==> config.mk <==
export PLATFORM = sky130hd
export DESIGN_NAME = ps2_keyboard_flat
export DESIGN_NICKNAME = d
export VERILOG_FILES = /design/src/rtl/ps2_pkg.sv /design/src/rtl/ps2_keyboard_if.sv /design/src/rtl/hex_seg7.sv /design/src/rtl/ps2_keyboard.sv /design/src/flat_wrapper.sv
export SDC_FILE = /design/constraint.sdc
export NUM_CORES = 1
export LEC_CHECK = 0
export CAP_MARGIN = 10
export CORE_MARGIN = 3
export CORE_UTILIZATION = 58
export CTS_BUF_LIST = sky130_fd_sc_hd__clkbuf_4 sky130_fd_sc_hd__clkbuf_8 sky130_fd_sc_hd__clkbuf_16
export DETAILED_ROUTE_END_ITERATION = 10
export GPL_ROUTABILITY_DRIVEN = 1
export PLACE_DENSITY = 0.89
export SYNTH_ARGS = -nofsm -noshare
export SYNTH_HDL_FRONTEND = slang
export SYNTH_SLANG_ARGS = --single-unit
==> constraint.sdc <==
create_clock -name clk -period 9.01 [get_ports clk]
set_input_delay 1.3515 -clock clk [delete_from_list [all_inputs] [get_ports clk]]
set_output_delay 1.3515 -clock clk [all_outputs]
set_load 0.005 [all_outputs]
==> src/rtl/ps2_pkg.sv <==
// ps2_pkg: constants and helpers shared by the PS/2 keyboard receiver.
//   FRAME_BITS  - device-to-host frame length (start, 8 data, parity, stop)
//   BREAK_CODE  - key-release prefix byte
//   EXT_CODE    - extended-key prefix byte
//   SEG_BLANK   - all segments off (active-low)
package ps2_pkg;

    localparam int unsigned FRAME_BITS = 11;
    localparam logic [7:0]  BREAK_CODE = 8'hF0;
    localparam logic [7:0]  EXT_CODE   = 8'hE0;
    localparam logic [6:0]  SEG_BLANK  = 7'h7F;

    typedef enum logic {
        RX_IDLE = 1'b0,
        RX_BITS = 1'b1
    } rx_state_t;

    // Frame is stored as captured, bit 0 = start ... bit 10 = stop.
    function automatic logic frame_ok(input logic [10:0] f);
        return (f[0] == 1'b0) && (f[10] == 1'b1) && (^f[9:1] == 1'b1);
    endfunction

endpackage

==> src/rtl/ps2_keyboard_if.sv <==
// ps2_keyboard_if: PS/2 pin inputs and decoded keyboard outputs.
//   ps2_clk, ps2_data     raw asynchronous PS/2 lines
//   code, code_valid      last good scan code and its update pulse
//   frame_err             pulse on a rejected frame
//   key_cnt               completed key releases
//   seg_lo, seg_hi        active-low {g,f,e,d,c,b,a} for code nibbles
// Modport slave is the receiver; master is the board/bench side.
interface ps2_keyboard_if;

    logic        ps2_clk;
    logic        ps2_data;
    logic [7:0]  code;
    logic        code_valid;
    logic        frame_err;
    logic [15:0] key_cnt;
    logic [6:0]  seg_lo;
    logic [6:0]  seg_hi;

    modport slave (
        input  ps2_clk, ps2_data,
        output code, code_valid, frame_err, key_cnt, seg_lo, seg_hi
    );

    modport master (
        output ps2_clk, ps2_data,
        input  code, code_valid, frame_err, key_cnt, seg_lo, seg_hi
    );

endinterface

==> src/rtl/hex_seg7.sv <==
// hex_seg7: hex digit to active-low seven-segment decoder.
//   value - 4-bit digit
//   en    - when 0 the digit is blanked
//   seg   - {g,f,e,d,c,b,a}, active-low
module hex_seg7
    import ps2_pkg::*;
(
    input  logic [3:0] value,
    input  logic       en,
    output logic [6:0] seg
);

    always_comb begin
        seg = SEG_BLANK;
        if (en) begin
            case (value)
                4'h0: seg = 7'h40;
                4'h1: seg = 7'h79;
                4'h2: seg = 7'h24;
                4'h3: seg = 7'h30;
                4'h4: seg = 7'h19;
                4'h5: seg = 7'h12;
                4'h6: seg = 7'h02;
                4'h7: seg = 7'h78;
                4'h8: seg = 7'h00;
                4'h9: seg = 7'h10;
                4'hA: seg = 7'h08;
                4'hB: seg = 7'h03;
                4'hC: seg = 7'h46;
                4'hD: seg = 7'h21;
                4'hE: seg = 7'h06;
                default: seg = 7'h0E;
            endcase
        end
    end

endmodule

==> src/rtl/ps2_keyboard.sv <==
// ps2_keyboard: PS/2 keyboard receiver with hex display.
//   clk     system clock, rising edge
//   resetn  synchronous reset, active-low
//   bus     ps2_keyboard_if.slave (PS/2 pins in, code/pulses/segments out)
// Parameters: SYNC_STAGES (>=2) synchronizer depth, TIMEOUT_CYCLES idle
// cycles before a partial frame is dropped.
// Optional: define PS2_KEYCNT_EN to count key releases (F0-prefixed codes)
// on key_cnt; otherwise key_cnt is tied to 0.
module ps2_keyboard
    import ps2_pkg::*;
#(
    parameter int SYNC_STAGES    = 3,
    parameter int TIMEOUT_CYCLES = 50000
) (
    input  logic         clk,
    input  logic         resetn,
    ps2_keyboard_if.slave bus
);

    localparam int TO_W = $clog2(TIMEOUT_CYCLES + 1);
    localparam logic [TO_W-1:0] TO_MAX = TO_W'(TIMEOUT_CYCLES);

    logic [SYNC_STAGES-1:0] clk_sync_q;
    logic [SYNC_STAGES-1:0] data_sync_q;
    logic                   clk_prev_q;
    logic                   clk_s;
    logic                   data_s;
    logic                   fall;

    rx_state_t              state_q, state_d;
    logic [3:0]             bit_cnt_q, bit_cnt_d;
    logic [10:0]            shift_q, shift_d;
    logic [TO_W-1:0]        to_cnt_q, to_cnt_d;
    logic                   frame_done;
    logic                   frame_good;

    logic [7:0]             code_q;
    logic                   code_valid_q;
    logic                   frame_err_q;
    logic                   shown_q;

    // Synchronizer / falling-edge detect
    always_ff @(posedge clk) begin
        if (!resetn) begin
            clk_sync_q  <= '1;
            data_sync_q <= '1;
            clk_prev_q  <= 1'b1;
        end else begin
            clk_sync_q  <= {clk_sync_q[SYNC_STAGES-2:0], bus.ps2_clk};
            data_sync_q <= {data_sync_q[SYNC_STAGES-2:0], bus.ps2_data};
            clk_prev_q  <= clk_sync_q[SYNC_STAGES-1];
        end
    end

    assign clk_s  = clk_sync_q[SYNC_STAGES-1];
    assign data_s = data_sync_q[SYNC_STAGES-1];
    assign fall   = clk_prev_q & ~clk_s;

    // Deframer: bits shift in from the top so bit 0 ends up as the start bit.
    always_comb begin
        state_d    = state_q;
        bit_cnt_d  = bit_cnt_q;
        shift_d    = shift_q;
        to_cnt_d   = to_cnt_q;
        frame_done = 1'b0;
        if (fall) begin
            shift_d  = {data_s, shift_q[10:1]};
            to_cnt_d = '0;
            if (bit_cnt_q == 4'(FRAME_BITS - 1)) begin
                bit_cnt_d  = '0;
                state_d    = RX_IDLE;
                frame_done = 1'b1;
            end else begin
                bit_cnt_d = bit_cnt_q + 4'd1;
                state_d   = RX_BITS;
            end
        end else if (state_q == RX_BITS) begin
            // Saturate at the limit; the frame is abandoned, no pulse raised.
            if (to_cnt_q == TO_MAX) begin
                bit_cnt_d = '0;
                state_d   = RX_IDLE;
            end else begin
                to_cnt_d = to_cnt_q + 1'b1;
            end
        end
    end

    assign frame_good = frame_ok(shift_d);

    always_ff @(posedge clk) begin
        if (!resetn) begin
            state_q   <= RX_IDLE;
            bit_cnt_q <= '0;
            to_cnt_q  <= '0;
        end else begin
            state_q   <= state_d;
            bit_cnt_q <= bit_cnt_d;
            to_cnt_q  <= to_cnt_d;
        end
    end

    // Shift register is pure data; stale contents are always overwritten.
    always_ff @(posedge clk) begin
        shift_q <= shift_d;
    end

    // Frame completion
    always_ff @(posedge clk) begin
        if (!resetn) begin
            code_q       <= 8'h00;
            code_valid_q <= 1'b0;
            frame_err_q  <= 1'b0;
            shown_q      <= 1'b0;
        end else begin
            code_valid_q <= frame_done & frame_good;
            frame_err_q  <= frame_done & ~frame_good;
            if (frame_done && frame_good) begin
                code_q  <= shift_d[8:1];
                shown_q <= 1'b1;
            end
        end
    end

    assign bus.code       = code_q;
    assign bus.code_valid = code_valid_q;
    assign bus.frame_err  = frame_err_q;

`ifdef PS2_KEYCNT_EN
    logic        break_pending_q;
    logic [15:0] key_cnt_q;
    logic [7:0]  new_code;

    assign new_code = shift_d[8:1];

    // E0 and rejected frames leave break_pending untouched.
    always_ff @(posedge clk) begin
        if (!resetn) begin
            break_pending_q <= 1'b0;
            key_cnt_q       <= 16'h0000;
        end else if (frame_done && frame_good) begin
            if (new_code == BREAK_CODE) begin
                break_pending_q <= 1'b1;
            end else if (new_code != EXT_CODE && break_pending_q) begin
                break_pending_q <= 1'b0;
                key_cnt_q       <= key_cnt_q + 16'd1;
            end
        end
    end

    assign bus.key_cnt = key_cnt_q;
`else
    assign bus.key_cnt = 16'h0000;
`endif

    hex_seg7 u_seg_lo (
        .value (code_q[3:0]),
        .en    (shown_q),
        .seg   (bus.seg_lo)
    );

    hex_seg7 u_seg_hi (
        .value (code_q[7:4]),
        .en    (shown_q),
        .seg   (bus.seg_hi)
    );

endmodule

==> src/flat_wrapper.sv <==
// flat-port wrapper written by rule: the top's interface ports become plain ports
module ps2_keyboard_flat import ps2_pkg::*;
#(
    parameter int SYNC_STAGES    = 3,
    parameter int TIMEOUT_CYCLES = 50000
)
  (clk, resetn, bus_ps2_clk, bus_ps2_data, bus_code, bus_code_valid, bus_frame_err, bus_key_cnt, bus_seg_lo, bus_seg_hi);
  ps2_keyboard_if bus_i ();
  input  logic clk;
  input  logic resetn;
  input wire logic [$bits(bus_i.ps2_clk)-1:0] bus_ps2_clk;
  input wire logic [$bits(bus_i.ps2_data)-1:0] bus_ps2_data;
  output wire logic [$bits(bus_i.code)-1:0] bus_code;
  output wire logic [$bits(bus_i.code_valid)-1:0] bus_code_valid;
  output wire logic [$bits(bus_i.frame_err)-1:0] bus_frame_err;
  output wire logic [$bits(bus_i.key_cnt)-1:0] bus_key_cnt;
  output wire logic [$bits(bus_i.seg_lo)-1:0] bus_seg_lo;
  output wire logic [$bits(bus_i.seg_hi)-1:0] bus_seg_hi;
  assign bus_i.ps2_clk = bus_ps2_clk;
  assign bus_i.ps2_data = bus_ps2_data;
  assign bus_code = bus_i.code;
  assign bus_code_valid = bus_i.code_valid;
  assign bus_frame_err = bus_i.frame_err;
  assign bus_key_cnt = bus_i.key_cnt;
  assign bus_seg_lo = bus_i.seg_lo;
  assign bus_seg_hi = bus_i.seg_hi;
  ps2_keyboard #(.SYNC_STAGES(SYNC_STAGES), .TIMEOUT_CYCLES(TIMEOUT_CYCLES)) u_core (.clk(clk), .resetn(resetn), .bus(bus_i));
endmodule
# After elaboration in Yosys (flattened, before gate mapping)
# Memories as Yosys holds them, arrays and structs flattened. A register that Yosys moved wholly into a read port is not among the register bits.
# Cells that the tools add are included.
[op_classes] eq_ne=2 mux=17 n_bitwise=8 add_sub_neg=2 reduce_logical=9
[ops] op="4-bit 2-to-1 mux" n=8
[ops] op="16-bit by 1-bit adder with 16-bit output, second input constant" n=1
[ops] op="16-bit equality test, second input constant" n=1
[ops] op="7-bit 2-to-1 mux" n=2
[ops] op="11-bit 2-to-1 mux" n=1
[ops] op="9-bit XOR reduction" n=1
[ops] op="1-bit 2-to-1 mux" n=6
[ops] op="1-bit inverter" n=5
[ops] op="4-bit by 1-bit adder with 4-bit output, second input constant" n=1
[ops] op="4-bit equality test, second input constant" n=1
[ops] op="2-bit AND reduction" n=2
[ops] op="2-bit nonzero test" n=2
[ops] op="1-bit AND" n=3
[ops] op="1-bit logical AND" n=3
[ops] op="2-bit OR reduction" n=1
[totals] output_inout_bits=40 mem_bits_ro=224 memories=2 ff_bits=50 inputBits=4 wordCells=51
[mem_list] memory="(no name shown)" words=16 width=7 read_ports=1 rd_clocked_by_memory_dff=1 wr=0 line_no="hex_seg7.sv:16" source="case (value)"
[mem_list] memory="(no name shown)" words=16 width=7 read_ports=1 rd_clocked_by_memory_dff=1 wr=0 line_no="hex_seg7.sv:16"

# Longest topological paths before layout
# Gate-level depths: netlist (run 1).
[depth] word_depth=9 depth_mapped=14

# Cells and area by module
# From an unflattened synthesis (run 1), not the netlist that was laid out.
[hier_totals] cells_unflattened=324 area_unflattened_um2=2811.4
[modules_own_cells] mod="ps2_keyboard" seq_area_each_um2=980.9 cells_per_inst=249 instances=1 area_each_um2=2174.6
[modules_own_cells] mod="hex_seg7 at u_core.u_seg_lo" seq_area_each_um2=0.0 cells_per_inst=38 instances=1 area_each_um2=325.3
[modules_own_cells] mod="hex_seg7 at u_core.u_seg_hi" seq_area_each_um2=0.0 cells_per_inst=37 instances=1 area_each_um2=311.5

# Worst setup path before layout (run 1)
# OpenSTA, ideal clock, no wires.
[synth_path] kind="input -> register" startpoint="input resetn" endpoint="register (tool-made name)" path_buffers=1 stages=6 slack_ns=6.026 setup_ns=0.134 arrival_time_ns=2.849 cell_sequence="clkbuf_1 inv_2 a21oi_1 inv_1 ha_1 mux4_2"
[synth_lines] item="from (decl)" line_no="flat_wrapper.sv:10" source="input logic resetn;"

==> key figures, run 1 <==
Run status
  • Outcome: finished clean

STA
  • Layout Skew: 9.57 ps
  • RSZ-0062 raised after global routing: false
  • Max Freq: 273 MHz
  • Final number of hold-violating endpoints: 0
  • Slew @ Worst Pin: 765 ps
  • Final Max Slew Viols: 0
  • Max-Slew Margin vs Limit: 0.490
  • Tcrit/Tclk final: 0.406
  • Setup TNS Final: 0 ps
  • Finish-stage setup viols: 0
  • Minimum clock period: 3660 ps

Synthesis
  • Post-synth top area share: 0.386
  • Yosys top cell by area: dfxtp_1
  • Cell Area, Synth: 3270 sq um
  • Yosys reg bits: 63
  • FFs w/ async S/R, synth: 0
  • Post-Syn Instances: 375
  • Post-synth EDFFs: 0
  • Main synth FF type: dfxtp_1
  • Seq/Total Area, Yosys: 0.386
  • YS warnings: 0
  • Area contributors post-synth: dfxtp_1 (39%), ha_1 (6.1%), nand2b_1 (5.5%)
  • Post-synth cell types: 52
  • Synthesized area per cell: 8.72 sq um

Final layout
  • Fillers: 388
  • Most common cell after layout, fill and taps aside: dfxtp_1
  • Diode count: 0
  • Area Growth Syn to Fin: 13.4%
  • Final net count: 419
  • Most frequent cells in the layout: dfxtp_1 (63), nand2_1 (37), nor2_1 (31)
  • Post-route cell area: 3710 sq um
  • Layout cell share with drive strength beyond 1: 0.0718

CTS
  • Clk_lat worst skew: 330 ps
  • CTS tree: done
  • Post-CTS Setup Bufs: 0
  • Root buf cell: clkbuf_8
  • CTS sink cnt: 63
  • Clk buf depth: 2
  • Clock-pin slew on the worst setup and hold paths: 70 ps
  • Hold-fix buffers, CTS: 0
  • Post-CTS Resized: 0
  • H-Tree Level Count: 3
  • CTS buffer count: 9

Routing
  • Vias after detailed routing: 2592
  • Detailed Routing Iterations Pass 1: 4
  • 1st-iter DRT viols: 203
  • Routed vias/inst: 5.47
  • Total wire length: 6350 um
  • DRC viols: 0
  • WL/cell: 13.4 um
  • ANT nets after route: 0

Placed design
  • Port Buffers: 27
  • Placed cell area: 3510 sq um
  • Dpl hpwl: 4640 um
  • RePlAce Congestion: 0.864

Power
  • LEAKAGE: 1.44 nW
  • Cell Int Power: 0.500 mW
  • P per Cell Area: 188 nW/um^2
  • Switching Share: 0.285
  • Clk pwr share: 0.347
  • VDD IR max: 0.000182 V
  • Seq pwr share: 0.444
  • Switch Pwr: 0.199 mW
  • Combinational Power Share: 0.209

GRT
  • Initial antenna violation count: 0
  • First-pass GRT wire length: 10900 um
  • Largest net degree at the start of global routing: 20
  • All-Layer GR Usage: 0.212
  • Gr ovfl total: 0
  • Vias in the first global route: 2518

Floorplan
  • # IOs: 44
  • Core footprint: 5270 sq um
  • Die ar.: 6580 sq um
  • Die width: 81.1 um
  • Die height: 81.1 um
  • Cell Rows: 26
  • Starting density of the core: 0.621

Critical path
  • Startpoint types: input port
  • Critical path type: input port to flop
  • Reg-to-reg startpoint: u_core.clk_sync_q[2]$_SDFF_PN1_
  • Critical path origin: resetn
  • WP data required: 9210 ps
  • Crit end category: flop
  • Worst-path maximum fanout: 19
  • Reg-to-reg slack, setup: 5370 ps
  • CP Data Arrival Time: 3860 ps
  • Path depth of the worst reg2reg path: 9

Job
  • Max-cap viol count: 0

Hold path
  • Hold WC Path Type: flop to flop
-- area by class of cell --
cell class,instances,area [sq um],share of cell area
clock buffers,12,153,0.0412
clock inverters,4,45.0,0.0121
inverters,24,90.1,0.0243
multi-input cells,274,1800,0.486
flip-flops and latches,63,1260,0.340
well taps,70,87.6,0.0236
repair buffers,27,270,0.0729
-- how the worst min path moves through the flow --
stage                                                start                               end  slack, ps  cells after the start
after global routing       u_core.clk_sync_q[0]$_SDFF_PN1_   u_core.clk_sync_q[1]$_SDFF_PN1_        440                      1
after floorplan            u_core.clk_sync_q[0]$_SDFF_PN1_   u_core.clk_sync_q[1]$_SDFF_PN1_        390                      1
final                      u_core.clk_sync_q[1]$_SDFF_PN1_   u_core.clk_sync_q[2]$_SDFF_PN1_        420                      1
after global placement    u_core.data_sync_q[0]$_SDFF_PN1_  u_core.data_sync_q[1]$_SDFF_PN1_        390                      1
after detailed placement  u_core.data_sync_q[0]$_SDFF_PN1_  u_core.data_sync_q[1]$_SDFF_PN1_        410                      1
after CTS                  u_core.clk_sync_q[1]$_SDFF_PN1_   u_core.clk_sync_q[2]$_SDFF_PN1_        420                      1
-- metal layers --
layer,global-route usage,vias to the layer above,wire (um)
met1,0.257,1200,2790
li1,-,1300,-
met5,0,-,0
met3,0.0410,14,302
met4,0.0929,0,142
met2,0.365,78,3110
-- power by group through the flow --
stage / sequential (mW) / clock [mW] / combinational (mW)
2_1_floorplan: 0.308 / 0 / 0.141
3_3_place_gp: 0.315 / 0 / 0.141
3_5_place_dp: 0.316 / 0 / 0.145
4_1_cts: 0.310 / 0.246 / 0.145
5_1_grt: 0.312 / 0.256 / 0.158
6_report: 0.310 / 0.242 / 0.146
-- stage by stage --
step	setup slack [ps]	hold WS (ps)	util	total power, mW	instances
global placement	5130	393	0.666	0.456	458
finish	5350	417	0.703	0.699	474
CTS	5360	422	0.703	0.701	474
global route	5080	438	0.703	0.726	474
detailed placement	5020	407	0.666	0.461	458
floorplan	6030	386	-	0.448	390
-- synthesized netlist by cell type, types with 5 or more instances --
cell type	count
o21ai_1	6
xnor2_1	8
dfxtp_1	63
and3_1	6
buf_4	16
nor2_1	31
buf_2	5
o32ai_1	5
nand2b_1	29
a21oi_1	22
inv_1	22
or3_1	5
xor2_1	8
nand3_1	9
ha_1	16
clkbuf_1	8
nand4_1	8
nand2_1	37
o21ai_0	13
nor2b_1	5
-- worst max-delay path, stage by stage --
cell             delay (ps)
clkdlybuf4s50_1         960
inv_2                   330
a21oi_1                 320
inv_1                   140
ha_1                    310
mux4_2                  440
-- cells by family after synthesis --
group | Yosys count | synth area share
simple gates | 149 | 0.235
compound gates | 66 | 0.131
flops | 63 | 0.386
buf+inv | 53 | 0.0811
xor+xnor | 21 | 0.0746
fa+ha+maj | 16 | 0.0612
mux | 6 | 0.0298
other cells | 1 | 0.00115
Note: power is estimated with default switching activity, not from simulation.
==> run 2: changes to the inputs <==
- CORE_UTILIZATION: 58 -> 50
- PLACE_DENSITY: 0.89 -> 0.82
- clock period: 9.01 -> 3.04 ns (I/O delays scaled with it)
==> run 2 against run 1 <==
- via count grew 1.0%
- total power rose to 3.1 times the previous value
- combinational power grew to 3.5 times the previous value
- wire length is 4.4% higher
- sequential power rose to 2.9 times the previous value
- sequential share of layout area fell by 1.0 points
- highest routed layer unchanged
- critical path type is now flop to flop
- largest cell class unchanged
- largest power group unchanged
- register-to-register slack got worse by 5200 ps
- clock-buffer cell count is 1 higher
- core utilization shrank 8.0 points
- clock power grew to 3.2 times the previous value
==> key figures, run 2 (same netlist as run 1, synthesis figures left out) <==
Floorplan
  • Core footprint: 6130 sq um (+16%)
  • Die height: 86.9 um (+7.1%)
  • Die width: 86.9 um (+7.1%)
  • Starting density of the core: 0.533 (-0.0871)
  • # IOs: 44 (unchanged)
  • Cell Rows: 28 (+7.7%)
  • Die ar.: 7550 sq um (+15%)

Final layout
  • Final net count: 430 (+2.6%)
  • Diode count: 0 (unchanged)
  • Layout cell share with drive strength beyond 1: 0.108 (+0.0367)
  • Most common cell after layout, fill and taps aside: dfxtp_1
  • Area Growth Syn to Fin: 16.9%
  • Fillers: 513 (+32%)
  • Most frequent cells in the layout: dfxtp_1 (63), nand2_1 (36), nand2b_1 (29)

Routing
  • Vias after detailed routing: 2618 (+1.0%)
  • Detailed Routing Iterations Pass 1: 5 (+1)
  • Total wire length: 6630 um (+4.4%)
  • 1st-iter DRT viols: 201 (-0.99%)
  • Routed vias/inst: 5.34 (-2.3%)
  • WL/cell: 13.5 um (+1.0%)
  • DRC viols: 0 (unchanged)
  • ANT nets after route: 0 (unchanged)

Power
  • LEAKAGE: 1.50 nW (+4.1%)
  • VDD IR max: 0.000461 V (+150%)
  • P per Cell Area: 571 nW/um^2 (+200%)
  • Total power: 2.18 mW (+210%)

GRT
  • Vias in the first global route: 2486 (-1.3%)
  • Initial antenna violation count: 0 (unchanged)
  • Largest net degree at the start of global routing: 20 (unchanged)
  • Gr ovfl total: 0 (unchanged)
  • All-Layer GR Usage: 0.192 (-0.0204)
  • First-pass GRT wire length: 11400 um (+3.9%)

Job
  • Max-cap viol count: 0 (unchanged)

Critical path
  • WP data required: 3270 ps (-5940 ps)
  • Critical path type: flop to flop
  • Startpoint types: flop
  • Reg-to-reg slack, setup: 160 ps (-5210 ps)
  • CP Data Arrival Time: 3110 ps (-750 ps)
  • Worst-path maximum fanout: 7 (-12)
  • Crit end category: flop

CTS
  • Clock-pin slew on the worst setup and hold paths: 70 ps (about the same)
  • CTS tree: done
  • H-Tree Level Count: 3 (unchanged)
  • CTS sink cnt: 63 (unchanged)
  • Clk buf depth: 2 (unchanged)
  • Root buf cell: clkbuf_8
  • Clk_lat worst skew: 350 ps (+20 ps)
  • CTS buffer count: 9 (unchanged)

STA
  • Finish-stage setup viols: 0 (unchanged)
  • Tcrit/Tclk final: 0.947
  • Final number of hold-violating endpoints: 0 (unchanged)
  • Final Max Slew Viols: 0 (unchanged)
  • Max-Slew Margin vs Limit: 0.581 (+0.0915)
  • Max Freq: 347 MHz
  • Slew @ Worst Pin: 620 ps (-145 ps)
  • Setup TNS Final: 0 ps (unchanged)
  • Minimum clock period: 2880 ps
  • RSZ-0062 raised after global routing: false
  • Layout Skew: 7.86 ps (-1.71 ps)
  • Final hold slack: 408 ps (-9.44 ps)

Placed design
  • Dpl hpwl: 4740 um (+2.3%)
  • RePlAce Congestion: 0.872 (+0.87%)
  • Port Buffers: 27 (unchanged)

Hold path
  • Hold WC Path Type: flop to flop

Run status
  • Outcome: finished clean
[run 2: timing repair]
action / 4_1_cts / 5_1_grt
gates resized for setup: 0 / 5
setup endpoints to repair: 0 / 2
setup buffers: 0 / 1
hold buffers: 0 / 0
[run 2: worst paths after layout]
kind | start | to | depth (start not counted)
setup / recovery | u_core.shift_q[2]$_DFF_P_ | flop | 9
hold / removal | u_core.data_sync_q[1]$_SDFF_PN1_ | u_core.data_sync_q[2]$_SDFF_PN1_ | 1
setup reg to reg | u_core.shift_q[2]$_DFF_P_ | flop | 9
hold reg to reg | u_core.data_sync_q[1]$_SDFF_PN1_ | u_core.data_sync_q[2]$_SDFF_PN1_ | 1
[run 2: cell type report]
class / instances / area, sq um / share of cell area
Tap cell: 75 / 93.8 / 0.0245
Timing Repair Buffer: 38 / 353 / 0.0922
Multi-Input combinational cell: 274 / 1810 / 0.474
Clock buffer: 13 / 173 / 0.0451
Clock inverter: 3 / 40.0 / 0.0105
Inverter: 24 / 90.1 / 0.0236
Sequential cell: 63 / 1260 / 0.330
[run 2: where the power goes]
part,internal (mW),switching (mW),total (mW)
Sequential,0.866,0.0384,0.904
Combinational,0.254,0.263,0.516
Clock,0.452,0.312,0.764
[run 2: critical path, cell delays in order (launching register included)]
cell and delay, ps:
dfxtp_1 430, xor2_2 220, xnor2_2 170, xor3_2 530, nor2_4 180, nand2_1 90
a21oi_1 240, inv_1 140, ha_1 310, mux4_2 440
[run 2: metrics by stage]
stage,area (sq um),setup slack (ps),cells,util
2_1_floorplan,3330,85.3,390,-
3_3_place_gp,3590,250,473,0.586
3_5_place_dp,3590,148,473,0.586
5_1_grt,3820,29.3,490,0.624
4_1_cts,3800,127,489,0.620
6_report,3820,161,490,0.624
[run 2: layer usage]
layer / share of wire / wire [um] / track usage
met1: 0.45 / 2980 / 0.250
met2: 0.48 / 3160 / 0.295
met3: 0.046 / 307 / 0.0473
met4: 0.028 / 186 / 0.0963
met5: 0 / 0 / 0
==> run 3: changes to the inputs <==
- CAP_MARGIN: 10 -> 20
==> results of run 3 <==
Final layout, timing and power as in run 2 (identical DEF).
